## config.mk

```make
export PLATFORM = sky130hd
export DESIGN_NAME = prog_loader
export DESIGN_NICKNAME = d
export VERILOG_FILES = /design/src/rtl/prog_loader.sv
export SDC_FILE = /design/constraint.sdc
export NUM_CORES = 1
export LEC_CHECK = 0
export CORE_MARGIN = 10
export CORE_UTILIZATION = 57
export CTS_CLUSTER_SIZE = 25
export DETAILED_ROUTE_END_ITERATION = 10
export GPL_ROUTABILITY_DRIVEN = 0
export PLACE_DENSITY_LB_ADDON = 0.25
export REMOVE_ABC_BUFFERS = 1
export SYNTH_ARGS = -nofsm -noshare
export SYNTH_HDL_FRONTEND = slang
export SYNTH_SLANG_ARGS = --single-unit
export TNS_END_PERCENT = 10
```

## constraint.sdc

```tcl
create_clock -name clk -period 2.39 [get_ports clk]
set_clock_uncertainty 0.05 [all_clocks]
set_input_delay 0.478 -clock clk [delete_from_list [all_inputs] [get_ports clk]]
set_output_delay 0.478 -clock clk [all_outputs]
set_load 0.02 [all_outputs]
```

## src/rtl/prog_loader.sv

```systemverilog
// Boot-time program loader: parses A5/len_hi/len_lo/payload/checksum frames and writes the payload to program memory.
// Latency: a payload byte accepted on edge N appears as a registered mem_we pulse after edge N; status changes on the CSUM edge.
// Backpressure: in_ready follows mem_ready while in DATA, is 1 in every other state and is 0 while rst is high.
module prog_loader #(
  parameter int                ADDR_W     = 16,
  parameter int                DATA_W     = 8,
  parameter logic [ADDR_W-1:0] START_ADDR = '0
) (
  input  logic              clk,
  input  logic              rst,
  input  logic [DATA_W-1:0] in_data,
  input  logic              in_valid,
  output logic              in_ready,
  input  logic              mem_ready,
  output logic [ADDR_W-1:0] mem_addr,
  output logic [DATA_W-1:0] mem_wdata,
  output logic              mem_we,
  output logic              cpu_rst,
  output logic              done,
  output logic              err
);

  typedef enum logic [2:0] {
    IDLE   = 3'd0,
    LEN_HI = 3'd1,
    LEN_LO = 3'd2,
    DATA   = 3'd3,
    CSUM   = 3'd4,
    DONE   = 3'd5,
    ERR    = 3'd6
  } state_t;

  localparam logic [DATA_W-1:0] SYNC = DATA_W'(8'hA5);

  state_t            state;
  logic [15:0]       len;
  logic [15:0]       count;
  logic [DATA_W-1:0] csum;
  logic              accept;

  assign accept = in_valid & in_ready;

  // Ready depends only on state: a DATA byte is taken only when memory can absorb its write.
  always_comb begin
    in_ready = 1'b0;
    if (!rst) begin
      in_ready = (state == DATA) ? mem_ready : 1'b1;
    end
  end

  // Frame parser with registered memory-write and cpu/status outputs; advances only on accepted bytes.
  always_ff @(posedge clk) begin
    if (rst) begin
      state     <= IDLE;
      len       <= '0;
      count     <= '0;
      csum      <= '0;
      mem_addr  <= START_ADDR;
      mem_wdata <= '0;
      mem_we    <= 1'b0;
      cpu_rst   <= 1'b1;
      done      <= 1'b0;
      err       <= 1'b0;
    end else begin
      mem_we <= 1'b0;
      if (accept) begin
        case (state)
          IDLE: begin
            if (in_data == SYNC) state <= LEN_HI;
          end
          LEN_HI: begin
            len[15:8] <= in_data[7:0];
            state     <= LEN_LO;
          end
          LEN_LO: begin
            len[7:0] <= in_data[7:0];
            count    <= '0;
            csum     <= '0;
            state    <= ({len[15:8], in_data[7:0]} == 16'd0) ? CSUM : DATA;
          end
          DATA: begin
            mem_wdata <= in_data;
            // Address arithmetic is modulo 2^ADDR_W so a load may wrap past the top of memory.
            mem_addr  <= START_ADDR + ADDR_W'(count);
            mem_we    <= 1'b1;
            csum      <= csum + in_data;
            count     <= count + 16'd1;
            if (count + 16'd1 == len) state <= CSUM;
          end
          CSUM: begin
            if (in_data == csum) begin
              state   <= DONE;
              done    <= 1'b1;
              err     <= 1'b0;
              cpu_rst <= 1'b0;
            end else begin
              state   <= ERR;
              done    <= 1'b0;
              err     <= 1'b1;
              cpu_rst <= 1'b1;
            end
          end
          DONE: begin
            // A new sync byte re-arms the loader and puts the cpu back into reset.
            if (in_data == SYNC) begin
              state   <= LEN_HI;
              cpu_rst <= 1'b1;
              done    <= 1'b0;
            end
          end
          ERR: begin
            if (in_data == SYNC) begin
              state <= LEN_HI;
              err   <= 1'b0;
            end
          end
          default: state <= IDLE;
        endcase
      end
    end
  end

endmodule

```

=== Word-level counts from Yosys, hierarchy flattened ===
Cells that the tools add are included.
Widths: inputs -> output; s select.

* Register bits after elaboration: 71
* Bits of input ports: 12
* Output and inout bits: 29
* Word-level logic and storage cells: 59

* Add/subtract/negate cells: 2
* Equality and inequality tests: 13
* Multiplexer cells: 17
* Bitwise logic cells: 2
* Reduce and logical (&&, ||, !) cells: 14

{| class="wikitable"
|+ Operator list
! operator !! count
|-
| $pmux 16 s2 || 1
|-
| $add 16x1->16 const B || 1
|-
| $eq 16x16->1 || 1
|-
| $logic_not 16->1 || 1
|-
| $pmux 8 s2 || 1
|-
| $pmux 3 s5 || 1
|-
| $eq 3x3->1 const B || 3
|-
| $mux 3 || 3
|-
| $reduce_and 3->1 || 3
|-
| $add 8x8->8 || 1
|-
| $eq 8x8->1 || 1
|-
| $eq 8x8->1 const B || 1
|-
| $reduce_and 2->1 || 4
|-
| $mux 1 || 7
|-
| $eq 3x2->1 const B || 2
|-
| $pmux 1 s2 || 3
|-
| $reduce_bool 2->1 || 3
|-
| $ne 2x1->1 const B || 2
|-
| $ne 2x2->1 const B || 2
|-
| $eq 3x1->1 const B || 1
|-
| $logic_not 3->1 || 1
|-
| $reduce_or 3->1 || 1
|-
| $mux 2 || 1
|-
| $reduce_or 2->1 || 1
|-
| other kinds (2) || 2
|}

=== Logic depth before layout (Yosys ltp) ===
* Depth in word-level cells: 6
* Mapped depth: 10
* Gate-level depth less buffers: 8

=== Worst setup path before layout ===
No wires, ideal clock.

* Path kind: input to register
* Start point: input in_data[1]
* End point: register csum[7]
* Library setup time: 122 ps
* Arrival time: 2001 ps
* Required time: 2218 ps
* Path slack: 217 ps
* Stages: 6
* Buffers on the path: 0
* Path through: ha_1 -> a21oi_1 -> o21ai_0 -> a2111oi_0 -> a211oi_1 -> a311o_1

* Word-level cells in the longest chain between the ends: 2

{| class="wikitable"
|+ Ends and longest elaborated chain
! what !! RTL line !! text
|-
| start: declaration || 11 || <nowiki>input logic [DATA_W-1:0] in_data,</nowiki>
|-
| $add 8x8->8 || 86 || <nowiki>csum <= csum + in_data;</nowiki>
|-
| $pmux 8 s2 || 67 || <nowiki>case (state)</nowiki>
|-
| end signal: assignment || 86 ||
|-
| end: declaration || 38 || <nowiki>logic [DATA_W-1:0] csum;</nowiki>
|}

No other way between the ends.
A chain may end at the register's enable or synchronous reset.

=== Final worst setup path ===
* Start point: input in_data[0]
* End point: register csum[6]

Same word-level chain as after synthesis.

==> results.md <==
- Total CTS buffers: 9
- Mapped Cells: about 480
- Outcome: complete, no violations
- Main combinational cell family by area after synthesis: simple AND/OR/NAND/NOR gates
- Sw Pwr: 558 µW
- Io pins: 41
- Critical Path Start Type: primary input
- Relative slew slack: 0.687
- Synth async-reset ratio: 0
- Most frequent cells in the layout: nand2_1 (88), dfxtp_1 (69), nor2_1 (53)
- Internal power: 1780 µW
- Post-synth EDFFs: 0
- Count of buffers from port buffering: 40
- Synth Area in XOR/XNOR: 0.0724
- Largest net degree at the start of global routing: 46
- Ys flop type: dfxtp_1
- Final Setup Violations: 0
- Placeable Area: 0.00672 mm²
- Height of the die: 103 µm
- Clock Tree Buf Depth: 2
- Synth cell types: 64
- Antenna Nets Post-Route: 0
- Synth Cell Area: 0.00389 mm²
- Vias per inst: 5.64
- Mux share of post-synthesis cell area: 0.0492
- Compound-Gate Fraction of Synth Area: 0.150
- Syn Area/Cell: 8.04 µm²
- Clock Power Share: 0.407
- Gate power share: 0.080
- Crit path DAT: around 2.5 ns
- Worst-Skew Late Latency: 0.35 ns
- Crit path required time: 2.58 ns
- TNS Setup: 0 ns
- Cell accounting for the most synthesized area: dfxtp_1
- Routed vias: 3592
- Drt total wl: ~9800 µm
- H-tree levels: 3
- Initial DRC Count: ~180
- GRT Resource Usage Total: 0.186
- Initial antenna violation count: 0
- WL/cell: 15.3 µm
- Nets: around 570
- Seq/Total Area, Yosys: 0.365
- CTS tree: yes
- Post-Synth Adder-Cell Area: 0.0309
- Die footprint: 0.0105 mm²
- Pwr dens: 481 mW/mm²
- Minimum clock period: 2.31 ns
- Worst setup EP type: flip-flop
- Register bit total from synthesis: 71
- Worst Path Max Fanout: 2
- Switching part of the total power: 0.239
- Post-layout instance area: a little under 0.005 mm²
- Yosys top cell area share: 0.365
- Worst path cell trace: clkdlybuf4s50_1 > ha_2 > fa_1 > a21o_1 > a21oi_2 > o21bai_1 > a21oi_1 > xnor2_1 > a31o_2
- Warnings, synthesis: 0
- Post-detail-place hpwl: 7060 µm
- Clk sinks: 71
- Actual slew at the worst max-slew pin: roughly 0.47 ns
- Synth-to-layout area growth: 24.8%
- Fmax: 0.433 GHz
- Hold_ws: 0.402 ns
- Top cells by area, synth: dfxtp_1 (37%), nand2_1 (8.5%), a21oi_1 (6.8%)
- Global-route wire length before repair: ~16000 µm
- Diodes inserted: 0
- Vias in the first global route: 3251
- Max-cap violations: 0
- Leading cell type in the layout, fill and taps excluded: nand2_1
- Gate family responsible for the most delay along the worst path: compound AO/OA/AOI/OAI gates
- Hold Buf Count CTS: 0
- Worst path buffer plus inverter count: 1
- Clk slew on worst S/H paths: 0.07 ns
- Final Hold Vio Count: 0
- Die Wd: 103 µm
- Worst vdd ir: 0.379 mV
- Post-synthesis simple-gate area fraction: 0.274
- Tcrit/Tclk final: 0.967
- Clock root buffer: clkbuf_8
- Pins over their slew limit: 0
- Placement Cell Area: about 0.0046 mm²
- Initial Util: 0.579
- CP Class: primary input to flip-flop
- Reg power frac: 0.513
- Hold Crit Class: flip-flop to flip-flop
- CP max-delay cell: clkdlybuf4s50_1
- Static leakage: around 0.0018 µW
- Global route overflow: 0
- Detailed-router iteration count before antenna repair: 5
- Crit-path max cell delay: roughly 0.47 ns
- Rows: 30
- Post-route DRC violation count: 0
- Ratio of cells with drive above 1 in the final layout: 0.171
[flip-flops by register name, indices dropped and copies added (netlist names)]
signal / cells
count: 16
cpu_rst: 1
csum: 8
done: 1
err: 1
len: 16
mem_addr: 16
mem_wdata: 8
mem_we: 1
state: 3
[worst register-to-register path, stage by stage (launching register included)]
cell and delay, ns:
dfxtp_1 0.34, ha_2 0.22, nand3_2 0.15, or4_4 0.54
xnor2_1 0.15, a2111oi_2 0.25, and4b_2 0.33, a32o_1 0.18
[path summary, 6_finish.rpt]
check	slack (ns)	to	depth (start not counted)	from
min	0.40	mem_addr[8]	2	mem_addr[8]
max reg2reg	0.11	state[2]	7	count[0]
min reg2reg	0.40	mem_addr[8]	2	mem_addr[8]
max	0.08	csum[6]	9	in_data[0]
[synthesized netlist by cell type (all sizes together), types with 7 or more instances]
cell	number
xnor2	22
nor4	7
o21ai	7
dfxtp	71
a21oi	53
xor2	8
buf	19
nor3	12
clkbuf	16
ha	8
inv	10
nand2	88
nor2	54
nand3	17
mux2i	18
[cells by family (layout without fill, tap and decap cells)]
logic type                 Yosys count  count (layout)
AOI/OAI and AO/OA                   92              92
xor gates and xnor gates            30              30
DFF                                 71              71
and+or+nand+nor                    218             218
buffers and inverters               45             118
adders and majority gates            9               9
muxes                               19              19
[timing repair]
item,4_1_cts,5_1_grt
buffers inserted,0,0
setup endpoints to repair,2,6
pin swaps,2,5
resized for setup,2,12
[power by group through the flow]
stage               Sequential, µW  Combinational (µW)  Clock, µW
finish                        1200                 187        950
global route                  1200                 202       1020
CTS                           1200                 180        966
detailed placement            1220                 178          0
global placement              1220                 174          0
floorplan                     1230                75.9          0
[metrics by stage]
| stage | worst slack, ns | power (µW) | util | std cells |
|---|---|---|---|---|
| after floorplan | -0.679 | 1300 | - | 449 |
| after global placement | -0.292 | 1400 | 0.685 | 621 |
| after detailed placement | -0.465 | 1400 | 0.685 | 621 |
| after CTS | 0.000911 | 2340 | 0.714 | 637 |
| after global routing | -0.0157 | 2420 | 0.723 | 637 |
| final | 0.0794 | 2330 | 0.723 | 637 |
[routing by layer]
layer | wire, µm | global-route usage | vias to the layer above
li1 | - | - | 1807
met2 | 4790 | 0.319 | 99
met3 | 485 | 0.0335 | 20
met4 | 210 | 0.0803 | 0
met1 | 4260 | 0.222 | 1666
met5 | 0 | 0 | -
[final cells by class]
class,count,area (µm²)
timing repair buffer,92,806
sequential,71,1420
clock inverter,4,45.0
clock buffer,12,145
multi-input combinational,368,2300
tap,80,100
fill,510,1860
inverter,10,37.5
(Power assumes the default switching activity.)
